--- src/rtl/id_ex_stage.sv ---
// ID/EX pipeline register: latches the decoded instruction, resolves the destination and masks $0 writes.
// Optional trace outputs (pcE, seqE) are built when ID_EX_TRACE_EN is defined.
module id_ex_stage #(
  parameter int unsigned DATA_W = 32,
  parameter int unsigned SEQ_W  = 16
) (
  input  logic              clk,
  input  logic              rst,
  input  logic              stallE,
  input  logic              flushE,
  input  logic              validD,
  input  logic              regwriteD,
  input  logic              regdstD,
  input  logic              alusrcD,
  input  logic              branchD,
  input  logic              memwriteD,
  input  logic              memtoregD,
  input  logic              memenD,
  input  logic              jumpD,
  input  logic              pc8toregD,
  input  logic              writereg31D,
  input  logic              jumptoRsD,
  input  logic [7:0]        alucontrolD,
  input  logic [4:0]        rsD,
  input  logic [4:0]        rtD,
  input  logic [4:0]        rdD,
  input  logic [4:0]        saD,
  input  logic [DATA_W-1:0] srcaD,
  input  logic [DATA_W-1:0] srcbD,
  input  logic [DATA_W-1:0] signimmD,
  input  logic [DATA_W-1:0] pcplus8D,
  output logic              regwriteE,
  output logic              alusrcE,
  output logic              branchE,
  output logic              memwriteE,
  output logic              memtoregE,
  output logic              memenE,
  output logic              jumpE,
  output logic              pc8toregE,
  output logic              jumptoRsE,
  output logic [7:0]        alucontrolE,
  output logic [4:0]        rsE,
  output logic [4:0]        rtE,
  output logic [4:0]        rdE,
  output logic [4:0]        saE,
  output logic [DATA_W-1:0] srcaE,
  output logic [DATA_W-1:0] srcbE,
  output logic [DATA_W-1:0] signimmE,
  output logic [DATA_W-1:0] pcplus8E,
`ifdef ID_EX_TRACE_EN
  output logic [DATA_W-1:0] pcE,
  output logic [SEQ_W-1:0]  seqE,
`endif
  output logic [4:0]        writeregE,
  output logic              validE
);

  typedef struct packed {
    logic              valid;
    logic              regwrite;
    logic              alusrc;
    logic              branch;
    logic              memwrite;
    logic              memtoreg;
    logic              memen;
    logic              jump;
    logic              pc8toreg;
    logic              jumptors;
    logic [7:0]        alucontrol;
    logic [4:0]        rs;
    logic [4:0]        rt;
    logic [4:0]        rd;
    logic [4:0]        sa;
    logic [4:0]        writereg;
    logic [DATA_W-1:0] srca;
    logic [DATA_W-1:0] srcb;
    logic [DATA_W-1:0] signimm;
    logic [DATA_W-1:0] pcplus8;
`ifdef ID_EX_TRACE_EN
    logic [DATA_W-1:0] pc;
    logic [SEQ_W-1:0]  seq;
`endif
  } ex_t;

  ex_t        ex_d;
  ex_t        ex_q;
  logic [4:0] dest;
  logic       dest_live;

`ifdef ID_EX_TRACE_EN
  logic [SEQ_W-1:0] seq_cnt;
`endif

  // A non-valid D slot yields the all-zero bubble, so only flush/reset need explicit clears below.
  always_comb begin
    ex_d      = '0;
    dest      = writereg31D ? 5'd31 : (regdstD ? rdD : rtD);
    dest_live = (dest != 5'd0);
    if (validD) begin
      ex_d.valid      = 1'b1;
      ex_d.regwrite   = regwriteD & dest_live;
      ex_d.alusrc     = alusrcD;
      ex_d.branch     = branchD;
      ex_d.memwrite   = memwriteD;
      ex_d.memtoreg   = memtoregD;
      ex_d.memen      = memenD;
      ex_d.jump       = jumpD;
      ex_d.pc8toreg   = pc8toregD & dest_live;
      ex_d.jumptors   = jumptoRsD;
      ex_d.alucontrol = alucontrolD;
      ex_d.rs         = rsD;
      ex_d.rt         = rtD;
      ex_d.rd         = rdD;
      ex_d.sa         = saD;
      ex_d.writereg   = dest;
      ex_d.srca       = srcaD;
      ex_d.srcb       = srcbD;
      ex_d.signimm    = signimmD;
      ex_d.pcplus8    = pcplus8D;
`ifdef ID_EX_TRACE_EN
      ex_d.pc         = pcplus8D - DATA_W'(8);
      ex_d.seq        = seq_cnt;
`endif
    end
  end

  always_ff @(posedge clk) begin
    if (rst || flushE) begin
      ex_q <= '0;
    end else if (!stallE) begin
      ex_q <= ex_d;
    end
  end

`ifdef ID_EX_TRACE_EN
  always_ff @(posedge clk) begin
    if (rst) begin
      seq_cnt <= '0;
    end else if (!flushE && !stallE && validD) begin
      seq_cnt <= seq_cnt + SEQ_W'(1);
    end
  end

  assign pcE  = ex_q.pc;
  assign seqE = ex_q.seq;
`endif

  assign validE      = ex_q.valid;
  assign regwriteE   = ex_q.regwrite;
  assign alusrcE     = ex_q.alusrc;
  assign branchE     = ex_q.branch;
  assign memwriteE   = ex_q.memwrite;
  assign memtoregE   = ex_q.memtoreg;
  assign memenE      = ex_q.memen;
  assign jumpE       = ex_q.jump;
  assign pc8toregE   = ex_q.pc8toreg;
  assign jumptoRsE   = ex_q.jumptors;
  assign alucontrolE = ex_q.alucontrol;
  assign rsE         = ex_q.rs;
  assign rtE         = ex_q.rt;
  assign rdE         = ex_q.rd;
  assign saE         = ex_q.sa;
  assign writeregE   = ex_q.writereg;
  assign srcaE       = ex_q.srca;
  assign srcbE       = ex_q.srcb;
  assign signimmE    = ex_q.signimm;
  assign pcplus8E    = ex_q.pcplus8;

endmodule
--- config.mk ---
export PLATFORM = sky130hd
export DESIGN_NAME = id_ex_stage
export DESIGN_NICKNAME = d
export VERILOG_FILES = /design/src/rtl/id_ex_stage.sv
export SDC_FILE = /design/constraint.sdc
export NUM_CORES = 1
export LEC_CHECK = 0
export ABC_AREA = 1
export BUFFER_PORTS_ARGS = -buffer_cell sky130_fd_sc_hd__buf_2
export CAP_MARGIN = 20
export CORE_AREA = 2 2 132 134
export DETAILED_ROUTE_END_ITERATION = 7
export DIE_AREA = 0 0 134 136
export GPL_TIMING_DRIVEN = 0
export PLACE_DENSITY_LB_ADDON = 0.12
export SETUP_SLACK_MARGIN = 0.15
export SLEW_MARGIN = 20
export SYNTH_ARGS = -nofsm -noshare
export SYNTH_HDL_FRONTEND = slang
export SYNTH_SLANG_ARGS = --single-unit
--- constraint.sdc ---
create_clock -name clk -period 2 [get_ports clk]
set_clock_uncertainty 0.2 [all_clocks]
set_input_delay 0.2 -clock clk [delete_from_list [all_inputs] [get_ports clk]]
set_output_delay 0.2 -clock clk [all_outputs]
set_load 0.02 [all_outputs]
Yosys cells after proc, flatten, opt, wreduce, memory -nomap -nowiden
Index checks and enable logic that the tools add are counted.
{"block": "totals", "word_cells": 27, "inputBits": 172, "reg_bits": 171}
{"block": "op_classes", "reduce_logical": 2, "mux": 3, "n_bitwise": 2}
{"operator": "$mux 171", "count": 1}
{"operator": "$mux 5", "count": 2}
{"operator": "$reduce_bool 5->1", "count": 1}
{"operator": "$and 1x1->1", "count": 2}
{"operator": "$logic_or 1x1->1", "count": 1}

Depth between registers and ports, before layout
Gate-level depths: netlist (run 1).
{"block": "depth", "ltp_word": 5, "ltp_mapped": 7, "depth_no_buf": 7}

Worst setup path before layout (run 1)
No wires, ideal clock.
{"block": "synth_timing", "path_type": "input port to flip-flop", "from": "input flushE", "to": "register ex_q, in the netlist signimmE[14]", "cell_stages": 5, "slack_ps": 771, "t_arrival_ps": 959, "setup_time_ps": 70, "path_cell_list": "or2_1 -> buf_2 -> buf_2 -> buf_2 -> a21oi_1"}
{"block": "synth_via", "elab_chain_len": 1}
{"item": "start: declaration", "line": "10", "rtl": "input logic flushE,"}
{"item": "$logic_or 1x1->1", "line": "128", "rtl": "if (rst || flushE) begin"}
{"item": "end signal: assignment", "line": "129", "rtl": "ex_q <= '0;"}
{"item": "end signal: assignment", "line": "131", "rtl": "ex_q <= ex_d;"}
{"item": "end: declaration", "line": "86", "rtl": "ex_t ex_q;"}
No other way between the ends.
A chain may end at the register's enable or synchronous reset.

Worst setup path after layout (run 1)
{"block": "layout_timing", "from": "register ex_q, in the netlist pcplus8E[21]", "to": "output pcplus8E[21]"}
{"item": "end: declaration", "line": "49", "rtl": "output logic [DATA_W-1:0] pcplus8E,"}
No word-level cell between the ends.

==> qor.tcl, run 1 <==
set qor(placement_rows) 48
set qor(ff2ff_setup_slack_ns) 1.09
set qor(yosysUniqueCellTypes) 12
set qor(drt_wl_total_um) 21300
set qor(worstHoldEndpoint) {writeregE[2]}
set qor(synth.largest_area_cell) {sky130_fd_sc_hd__dfxtp_1}
set qor(avgRoutedWirePerCell_um) 13.9
set qor(vdd.ir_drop.worst_mv) 0.549
set qor(post_cts_resized) 0
set qor(routed_via_density) 4.53
set qor(cts_made_buffers) 17
set qor(finalMaxSlewViolations) 0
set qor(yosys_register_bits) 171
set qor(timing_worst_slew_pin_value_ns) 0.515
set qor(floorplan.io_pins) 343
set qor(globalRouteTotalUtil_pct) 22.4
set qor(clock_sink_count) 171
set qor(setup.worst_path.end_class) {output port}
set qor(detail_route.first_pass.iterations) 7
set qor(portBuffers) 341
set qor(finalHoldViolations) 0
set qor(place.detailed.hpwl_um) 14500
set qor(grt_pass1_vias) 6611
set qor(layout_worst_path_cycle_share_pct) 67.8
set qor(cellPowerDensity_mw_per_mm2) 766
set qor(layout-area-overhead-vs-synth_pct) 71.1
set qor(route.vias.total) 6935
set qor(layout.core_utilization_pct) 60.6
set qor(avgSynthCellArea_um2) 7.80
set qor(yosys.area.top_type_share_pct) 57.3
set qor(grt_pass1_wl_um) 32500
set qor(cts.root.buffer_cell) {sky130_fd_sc_hd__clkbuf_16}
set qor(timing.critical_path.required_ns) 1.60
set qor(maximum_clock_frequency_mhz) 737
set qor(worstReg2RegStart) {pcplus8E[21]}
set qor(timing.critical_path.cells) {buf_2}
set qor(synthesis.nets) 938
set qor(starting_density_of_the_core_pct) 35.4
set qor(timing.slew.headroom_pct) 65.7
set qor(worst_path_max_delay_cell) {sky130_fd_sc_hd__dfxtp_1}
set qor(min_period_ns) 1.36
set qor(die_x_um) 134
set qor(hold_path_startpoint) {regdstD}
set qor(coreArea_mm2) 0.0169
set qor(die_height_um) 136
set qor(clock_latency_ns) 0.42
set qor(postRouteAntennaNets) 0
set qor(critical_path.max_stage_delay_ns) 0.36
set qor(worstPathMaxFanout) 2
set qor(cts.reportedPaths.clkPinSlew_ns) 0.06
set qor(p_total_uw) 7830
set qor(fin_setup_tns_ns) 0
set qor(yosys-top-cells-area) {sky130_fd_sc_hd__dfxtp_1 (57%), sky130_fd_sc_hd__nand2_1 (22%), sky130_fd_sc_hd__a21oi_1 (14%)}
set qor(synthesis.yosys.warnings) 0
set qor(layout_commonest_cell) {sky130_fd_sc_hd__buf_2}
set qor(path_class) {reg -> out}
set qor(holdCritPathClass) {in -> reg}
set qor(die_area_mm2) 0.0182
set qor(htree_levels) 4
set qor(critical_path_arrival_ns) 0.96
set qor(finalSetupViolations) 0
set qor(status) {complete, no violations}
set qor(maxCapViolations) 0
set qor(post-cts-setup-buffer-count) 0
set qor(r2r_cells) 2
set qor(drive_above_1_share_pct) 31.7
set qor(seq_area_frac_synth_pct) 57.3
set qor(syn-instance-count) 766
set qor(grt_overflow_total) 0
set qor(synth.cell_area_mm2) 0.00598
set qor(drc) 0
set qor(rsz0062_at_grt) {false}
set qor(design.final.nets) 1463
set qor(power.leakage_uw) 0.00466
set qor(clockBufferDepth) 2
set qor(holdPathStages) 5
set qor(drt_first_iter_violations) 277
set qor(grt_antenna_before_repair) 0
set qor(gp_routability_congestion) 0.830
set qor(mostFrequentLayoutCells) {sky130_fd_sc_hd__buf_2 (367), sky130_fd_sc_hd__nand2_1 (349), sky130_fd_sc_hd__a21oi_1 (171), sky130_fd_sc_hd__dfxtp_1 (171), sky130_fd_sc_hd__dlygate4sd3_1 (165)}
set qor(family_with_the_most_delay_on_the_worst_path) {flip-flops}
set qor(pin_count_of_the_biggest_net_entering_global_routing) 17
set qor(cts_tree) {yes}
set qor(crit_buf_inv) 1
set qor(reg2reg_to) {pcplus8E[21]}
set qor(startpoint_type_of_the_worst_setup_path) {flip-flop}
-- area by class of cell --
cell class,count,area (µm²)
diodes,1,2.50
plain buffers,56,295
clock buffers,21,470
clock inverters,11,135
fillers,1518,6650
inverters,6,22.5
multi-input cells,533,2240
flip-flops and latches,171,3420
well taps,225,282
repair buffers,506,3360
-- state kept, by name, summed over array words and instances (netlist names), 5 cells and up --
name and cells:
saE 5, writeregE 5, srcaE 32, rtE 5, alucontrolE 8, rsE 5
pcplus8E 32, srcbE 32, rdE 5, signimmE 32
-- stage by stage --
step	cell area (µm²)	setup WS [ns]	std cells	hold slack [ns]
after floorplan	5980	0.771	766	0.143
after global placement	7970	0.402	1332	0.242
after detailed placement	7970	0.398	1332	0.244
after CTS	10200	0.627	1529	0.00961
after global routing	10200	0.592	1529	0.0425
final	10200	0.643	1530	0.0321
-- worst max path at each step --
stage,from,to,slack (ns),cells after the start
final,pcplus8E[21],pcplus8E[21],0.64,1
after floorplan,flushE,signimmE[14],0.77,5
after global routing,pcplus8E[30],pcplus8E[30],0.59,1
after CTS,signimmE[9],signimmE[9],0.63,1
after detailed placement,stallE,srcbE[30],0.40,5
after global placement,stallE,srcbE[29],0.40,5
-- metal layers --
metal  routed length [µm]  GRT usage [%]  vias up
met5                    0              0        -
met4                  632           9.75        0
met3                 1670           7.35       45
met2                10200           38.1      276
met1                 8750           25.8     3110
li1                     -              -     3504
-- logic make-up (layout without fill, tap and decap cells) --
| family | Yosys count | after routing | share of synthesized area, % |
|---|---|---|---|
| AOI/OAI and AO/OA | 172 | 172 | 14.5 |
| other | 0 | 1 | 0 |
| buffers and inverters | 62 | 600 | 5.32 |
| DFF | 171 | 171 | 57.3 |
| and+or+nand+nor | 361 | 361 | 22.9 |
-- report_power, final --
group          switching (µW)  internal, µW
clock network            1410          1960
logic                     476           479
registers                33.1          3470
total                    1920          5910
-- Yosys cell counts --
cell and instances:
sky130_fd_sc_hd__dfxtp_1 171, sky130_fd_sc_hd__a2bb2oi_1 1, sky130_fd_sc_hd__inv_1 6, sky130_fd_sc_hd__a21oi_1 171, sky130_fd_sc_hd__clkbuf_1 16, sky130_fd_sc_hd__nand2_1 349
sky130_fd_sc_hd__buf_4 14, sky130_fd_sc_hd__nor2_1 5, sky130_fd_sc_hd__nand3_1 5, sky130_fd_sc_hd__nor2_4 1, sky130_fd_sc_hd__buf_2 26, sky130_fd_sc_hd__or2_1 1
-- repair_timing --
item                                    in CTS  in global routing
hold buffers                               165                  0
endpoints found under the setup margin       0                  0
hold endpoints to repair                   169                  0
Power figures use the tool's default switching activity.
==> run 2, diff against run 1 <==
ABC_AREA = 0   (was 1)
CORE_AREA = 2 2 134 136   (was 2 2 132 134)
DIE_AREA = 0 0 136 138   (was 0 0 134 136)
clock period = 1.4 ns   (was 2 ns; I/O delays follow)
==> run 2 against run 1 <==
Compared with the run above:
- the run now ends with negative hold slack left
- synthesized cell count is 23% lower
- hold slack worse by 0.059 ns
- clock power rose by 33%
- total power is 42% higher
- largest cell class unchanged
- sequential power increased by 44%
- sequential cell count is the same
==> qor.tcl, run 2 <==
set qor(layout_worst_path_cycle_share_pct) 89.1
set qor(syn-instance-count) 590 ;# -23%
set qor(starting_density_of_the_core_pct) 33.2 ;# -2.2 points
set qor(clock_latency_ns) 0.42 ;# about the same
set qor(layout-area-overhead-vs-synth_pct) 96.2
set qor(reg2reg_to) {regwriteE}
set qor(synthesis.nets) 762 ;# -19%
set qor(critical_path.max_stage_delay_ns) 0.35 ;# about the same
set qor(place.detailed.hpwl_um) 14300 ;# -1.4%
set qor(startpoint_type_of_the_worst_setup_path) {flip-flop}
set qor(cts_tree) {yes}
set qor(coreArea_mm2) 0.0175 ;# +3.9%
set qor(gp_routability_congestion) 0.764 ;# -8.0%
set qor(critical_path_arrival_ns) 0.91 ;# -0.05 ns
set qor(seq_area_frac_synth_pct) 58.8 ;# +1.6 points
set qor(timing.slew.headroom_pct) 63.7 ;# -1.9 points
set qor(yosys.area.top_type_share_pct) 58.8 ;# +1.6 points
set qor(cts.root.buffer_cell) {sky130_fd_sc_hd__clkbuf_16}
set qor(vdd.ir_drop.worst_mv) 0.773 ;# +41%
set qor(crit_buf_inv) 1 ;# unchanged
set qor(detail_route.first_pass.iterations) 4 ;# -3
set qor(r2r_cells) 3 ;# +1
set qor(maximum_clock_frequency_mhz) 802
set qor(globalRouteTotalUtil_pct) 23.3 ;# +0.91 points
set qor(mostFrequentLayoutCells) {sky130_fd_sc_hd__buf_2 (184), sky130_fd_sc_hd__buf_6 (179), sky130_fd_sc_hd__dfxtp_2 (168), sky130_fd_sc_hd__dlygate4sd3_1 (166), sky130_fd_sc_hd__a22oi_1 (165)}
set qor(ff2ff_setup_slack_ns) 0.28 ;# -0.81 ns
set qor(status) {finished, violations left}
set qor(rsz0062_at_grt) {true}
set qor(power.leakage_uw) 0.00489 ;# +5.0%
set qor(avgSynthCellArea_um2) 9.86 ;# +26%
set qor(detailedPlace.worstSlack_ns) -0.259 ;# -0.657 ns
set qor(yosys-top-cells-area) {sky130_fd_sc_hd__dfxtp_1 (59%), sky130_fd_sc_hd__a22oi_1 (21%), sky130_fd_sc_hd__nor2_1 (11%)}
set qor(filler_cell_count) 1407 ;# -7.3%
set qor(die_area_mm2) 0.0188 ;# +3.0%
set qor(drt_first_iter_violations) 263 ;# -5.1%
set qor(synth-async-reset-ratio_pct) 0 ;# unchanged
set qor(synth_enable_flop_cells) 0 ;# unchanged
set qor(min_period_ns) 1.25
set qor(timing.critical_path.cells) {buf_4}
set qor(post-place-cells) 1160 ;# -13%
set qor(yosysUniqueCellTypes) 19 ;# +7
set qor(worstHoldEndpoint) {writeregE[4]}
set qor(avgRoutedWirePerCell_um) 16.9 ;# +22%
set qor(hold_path_startpoint) {regdstD}
set qor(finalMaxSlewViolations) 0 ;# unchanged
set qor(holdPathStages) 4 ;# -1
set qor(grt_antenna_before_repair) 0 ;# unchanged
set qor(post-route-worst-setup-slack_ns) 0.153 ;# -0.490 ns
set qor(timing_worst_slew_pin_value_ns) 0.544 ;# +0.0291 ns
set qor(synth_most_common_cell) {sky130_fd_sc_hd__dfxtp_1}
set qor(holdCritPathClass) {in -> reg}
set qor(layout_commonest_cell) {sky130_fd_sc_hd__buf_2}
set qor(clock_sink_count) 171 ;# unchanged
set qor(portBuffers) 341 ;# unchanged
set qor(drc) 0 ;# unchanged
set qor(postLayoutCellArea_mm2) 0.0114 ;# +12%
set qor(design.final.nets) 1298 ;# -11%
set qor(grt_pass1_vias) 6714 ;# +1.6%
set qor(hold_slack_ns) -0.0273 ;# -0.0594 ns
set qor(route.vias.total) 6621 ;# -4.5%
set qor(maxCapViolations) 0 ;# unchanged
set qor(yosys_register_bits) 171 ;# unchanged
set qor(die_height_um) 138 ;# +1.5%
set qor(worstReg2RegStart) {regwriteE}
set qor(synth.cell_area_mm2) 0.00582 ;# -2.6%
set qor(synthesis.yosys.warnings) 0 ;# unchanged
set qor(path_class) {reg -> out}
set qor(drt_wl_total_um) 23100 ;# +8.9%
set qor(drive_above_1_share_pct) 52.0 ;# +20 points
set qor(setup.worst_path.end_class) {output port}
set qor(post_synth_most_frequent_cells) {sky130_fd_sc_hd__dfxtp_1 (171), sky130_fd_sc_hd__a22oi_1 (165), sky130_fd_sc_hd__nor2_1 (164)}
set qor(htree_levels) 4 ;# unchanged
set qor(pin_count_of_the_biggest_net_entering_global_routing) 17 ;# unchanged
set qor(synth.largest_area_cell) {sky130_fd_sc_hd__dfxtp_1}
set qor(grt_pass1_wl_um) 34800 ;# +7.1%
set qor(floorplan.io_pins) 343 ;# unchanged
set qor(timing.critical_path.required_ns) 1.06 ;# -0.54 ns
set qor(grt_overflow_total) 0 ;# unchanged
set qor(cellPowerDensity_mw_per_mm2) 974 ;# +27%
set qor(die_x_um) 136 ;# +1.5%
set qor(placement_rows) 49 ;# +2.1%
set qor(family_with_the_most_delay_on_the_worst_path) {flip-flops}
set qor(violations) {negative hold slack}
set qor(worst_path_max_delay_cell) {sky130_fd_sc_hd__dfxtp_1}
set qor(placement.cell_area_mm2) 0.00784 ;# -1.6%
set qor(finalSetupViolations) 0 ;# unchanged
set qor(postSynth.topFlopCell) {sky130_fd_sc_hd__dfxtp_1}
set qor(finalNonFillerCells) 1368 ;# -11%
set qor(cts.reportedPaths.clkPinSlew_ns) 0.06 ;# about the same
set qor(routed_via_density) 4.84 ;# +6.8%
set qor(worstPathMaxFanout) 2 ;# unchanged
set qor(finalHoldViolations) 5 ;# +5
set qor(clockBufferDepth) 2 ;# unchanged
set qor(antenna_cells_inserted) 0 ;# -1
set qor(postRouteAntennaNets) 0 ;# unchanged
set qor(cts_made_buffers) 17 ;# unchanged
run 2: changes by cell type in the layout (fill, tap and decap cells not counted), moves of 168 or more:
cell and change:
sky130_fd_sc_hd__buf_6 +179, sky130_fd_sc_hd__dfxtp_1 -169, sky130_fd_sc_hd__nand2_1 -344, sky130_fd_sc_hd__dfxtp_2 +168, sky130_fd_sc_hd__buf_2 -183
run 2: worst max-delay path by stage:
stage	to	startpoint	cells past startpoint	slack, ns
final	srcaE[8]	srcaE[8]	1	0.15
after global routing	srcbE[13]	stallE	7	0.09
after CTS	pc8toregE	pc8toregE	1	0.13
after detailed placement	writeregE[3]	stallE	7	-0.26
after global placement	writeregE[0]	stallE	7	-0.26
after floorplan	pc8toregE	regdstD	4	0.15
run 2: layout make-up:
| class | instances | area, µm² | share of cell area (%) |
|---|---|---|---|
| clock buffer | 19 | 453 | 3.97 |
| multi-input combinational | 361 | 2090 | 18.3 |
| buffer | 58 | 334 | 2.93 |
| clock inverter | 13 | 108 | 0.943 |
| timing repair buffer | 517 | 4510 | 39.5 |
| sequential | 171 | 3640 | 31.9 |
| tap | 229 | 287 | 2.51 |
run 2: through the flow:
| stage | util, % | setup TNS [ns] | power [µW] | hold slack, ns |
|---|---|---|---|---|
| 5_1_grt | 65.1 | 0 | 11600 | -0.0164 |
| 3_5_place_dp | 44.7 | -29.31 | 6190 | 0.178 |
| 4_1_cts | 63.6 | 0 | 11200 | -0.0398 |
| 6_report | 65.1 | 0 | 11100 | -0.0273 |
| 3_3_place_gp | 44.7 | -28.24 | 6190 | 0.169 |
| 2_1_floorplan | - | 0 | 5690 | 0.0841 |
run 2: tightest hold or removal path: cells and delay by family:
family	cells	cell delay (ns)
compound gates	2	0.16
buf+inv	1	0.10
mux	1	0.15
run 2: cells by family after synthesis:
group                  count (synthesis)  share of synthesized area (%)
AOI/OAI and AO/OA                    181                           23.0
and+or+nand+nor                      175                           11.6
DFF                                  171                           58.8
buffers and inverters                 58                           5.57
muxes                                  5                          0.967
run 2: metal layers:
layer	track usage, %	vias up	wire length [µm]
met5	0	-	0
met4	9.59	0	693
met3	7.55	47	1850
met2	40.5	289	11500
met1	26.1	3103	9140
li1	-	3182	-
run 2: report_power, final:
group / internal (µW) / switching [µW]
clock: 2410 / 2070
combinational: 868 / 719
sequential: 4980 / 74.1
total: 8260 / 2860
run 2: repair_timing:
action                                  in CTS  in global routing
endpoints found under the hold margin      170                  4
pin swaps                                    0                  0
endpoints found under the setup margin     171                188
hold buffers                               166                  1
buffers inserted                             1                  9
resized for setup                          429                 87
==> run 3, diff against run 2 <==
GPL_TIMING_DRIVEN = unset   (was 0)
==> run 3 against run 2 <==
Compared with the run above:
- the run still ends with negative hold slack left
- sequential power about the same
- clock power about the same
- register-to-register slack got worse by 0.03 ns
- global-route usage decreased by 1.3 points
- total power increased by 0.16%
- sequential cell count unchanged
- hold slack got worse by 0.022 ns
- die area unchanged
- combinational power about the same
- critical path type unchanged
- critical endpoint is now signimmE[31]
- largest cell class unchanged
- largest power group unchanged
- highest routed layer unchanged
==> qor.tcl, run 3 (same netlist as run 2, synthesis figures left out) <==
set qor(holdCritPathClass) {in -> reg}
set qor(critical_path_arrival_ns) 0.90 ;# about the same
set qor(hold_path_startpoint) {flushE}
set qor(htree_levels) 4 ;# unchanged
set qor(worstPathMaxFanout) 2 ;# unchanged
set qor(hold_slack_ns) -0.0493 ;# -0.0220 ns
set qor(holdPathStages) 3 ;# -1
set qor(cts.reportedPaths.clkPinSlew_ns) 0.06 ;# about the same
set qor(drive_above_1_share_pct) 53.0 ;# +1.0 points
set qor(cts_tree) {yes}
set qor(layout-area-overhead-vs-synth_pct) 95.7
set qor(path_class) {reg -> out}
set qor(die_x_um) 136 ;# unchanged
set qor(antenna_cells_inserted) 0 ;# unchanged
set qor(clock_latency_ns) 0.41 ;# about the same
set qor(routed_via_density) 4.84 ;# about the same
set qor(avgRoutedWirePerCell_um) 16.4 ;# -3.2%
set qor(ff2ff_setup_slack_ns) 0.25 ;# -0.03 ns
set qor(grt_pass1_vias) 6499 ;# -3.2%
set qor(min_period_ns) 1.24 ;# -0.00987 ns
set qor(setup.worst_path.end_class) {output port}
set qor(rsz0062_at_grt) {true}
set qor(grt_overflow_total) 0 ;# unchanged
set qor(coreArea_mm2) 0.0175 ;# unchanged
set qor(violations) {negative hold slack}
set qor(clock_sink_count) 171 ;# unchanged
set qor(layout_commonest_cell) {sky130_fd_sc_hd__buf_2}
set qor(drc) 0 ;# unchanged
set qor(finalHoldViolations) 7 ;# +2
set qor(gp_routability_congestion) 0.789 ;# +3.3%
set qor(startpoint) {signimmE[31]}
set qor(pin_count_of_the_biggest_net_entering_global_routing) 77 ;# +60
set qor(postRouteAntennaNets) 0 ;# unchanged
set qor(layout.core_utilization_pct) 64.9 ;# -0.17 points
set qor(drt_wl_total_um) 21800 ;# -5.7%
set qor(timing.slew.headroom_pct) 53.7 ;# -10 points
set qor(finalMaxSlewViolations) 0 ;# unchanged
set qor(drt_first_iter_violations) 294 ;# +12%
set qor(timing.critical_path.required_ns) 1.06 ;# about the same
set qor(r2r_cells) 3 ;# unchanged
set qor(timing_worst_slew_pin_value_ns) 0.694 ;# +0.150 ns
set qor(placement_rows) 49 ;# unchanged
set qor(finalNonFillerCells) 1333 ;# -2.6%
set qor(cellPowerDensity_mw_per_mm2) 978 ;# +0.42%
set qor(portBuffers) 342 ;# +0.29%
set qor(vdd.ir_drop.worst_mv) 0.771 ;# -0.29%
set qor(cts_made_buffers) 17 ;# unchanged
set qor(reg2reg_to) {pc8toregE}
set qor(status) {finished, violations left}
set qor(grt_antenna_before_repair) 0 ;# unchanged
set qor(critical_path.max_stage_delay_ns) 0.36 ;# about the same
set qor(startpoint_type_of_the_worst_setup_path) {flip-flop}
set qor(maxCapViolations) 0 ;# unchanged
set qor(worstHoldEndpoint) {rsE[4]}
set qor(worstReg2RegStart) {pc8toregE}
set qor(die_height_um) 138 ;# unchanged
set qor(maximum_clock_frequency_mhz) 808 ;# +0.80%
set qor(timing.critical_path.cells) {buf_6}
set qor(detail_route.first_pass.iterations) 5 ;# +1
set qor(design.final.nets) 1264 ;# -2.6%
set qor(starting_density_of_the_core_pct) 33.2 ;# unchanged
set qor(floorplan.io_pins) 343 ;# unchanged
set qor(globalRouteTotalUtil_pct) 22.0 ;# -1.3 points
set qor(die_area_mm2) 0.0188 ;# unchanged
set qor(clockBufferDepth) 2 ;# unchanged
set qor(post-place-cells) 1128 ;# -2.8%
set qor(family_with_the_most_delay_on_the_worst_path) {flip-flops}
set qor(grt_pass1_wl_um) 33100 ;# -4.7%
set qor(power.leakage_uw) 0.00487 ;# -0.53%
set qor(layout_worst_path_cycle_share_pct) 88.4 ;# -0.71 points
set qor(place.detailed.hpwl_um) 12800 ;# -10%
set qor(cts.root.buffer_cell) {sky130_fd_sc_hd__clkbuf_16}
set qor(worst_path_max_delay_cell) {sky130_fd_sc_hd__dfxtp_4}
set qor(finalSetupViolations) 0 ;# unchanged
set qor(crit_buf_inv) 1 ;# unchanged
set qor(mostFrequentLayoutCells) {sky130_fd_sc_hd__buf_2 (170), sky130_fd_sc_hd__buf_6 (169), sky130_fd_sc_hd__dfxtp_2 (168), sky130_fd_sc_hd__dlygate4sd3_1 (166), sky130_fd_sc_hd__a22oi_1 (165)}
set qor(route.vias.total) 6458 ;# -2.5%
==> run 3: layout make-up <==
type / count / area (µm²)
Multi-Input combinational cell: 361 / 2100
Tap cell: 229 / 287
Clock buffer: 20 / 437
Sequential cell: 171 / 3640
Fill cell: 1298 / 6150
Clock inverter: 11 / 121
Timing Repair Buffer: 541 / 4800
==> run 3: how the worst max path moves through the flow <==
| stage | slack, ns | cells past startpoint | end |
|---|---|---|---|
| 6_report | 0.16 | 1 | signimmE[31] |
| 3_3_place_gp | -0.05 | 4 | alucontrolE[1] |
| 3_5_place_dp | -0.07 | 4 | alucontrolE[1] |
| 2_1_floorplan | 0.15 | 4 | pc8toregE |
| 4_1_cts | 0.12 | 1 | signimmE[31] |
| 5_1_grt | 0.13 | 1 | signimmE[31] |
==> run 3: power by group <==
part	switching (µW)	total, µW	internal, µW
registers	73.7	5050	4980
logic	699	1580	884
clock network	1880	4500	2620
==> run 3: layer usage <==
metal	share of wire [%]	GRT usage, %	routed length (µm)	vias up
li1	-	-	-	3111
met1	39	24.6	8540	3045
met2	51	38.2	11000	261
met3	7.9	6.97	1720	41
met4	2.4	9.48	531	0
met5	0	0	0	-
==> run 3: timing repair <==
item,CTS,global route
resized for setup,416,98
buffers inserted,2,6
hold buffers,166,1
hold endpoints to repair,170,8
setup endpoints to repair,171,101
==> run 3: stage by stage <==
| stage | cell area [µm²] | TNS [ns] | setup slack [ns] | total power (µW) |
|---|---|---|---|---|
| detailed placement | 7830 | -1.69 | -0.0653 | 6190 |
| CTS | 11100 | 0 | 0.124 | 11200 |
| global placement | 7830 | -1.39 | -0.0459 | 6190 |
| global route | 11400 | 0 | 0.132 | 11600 |
| finish | 11400 | 0 | 0.163 | 11100 |
| floorplan | 5840 | 0 | 0.148 | 5690 |
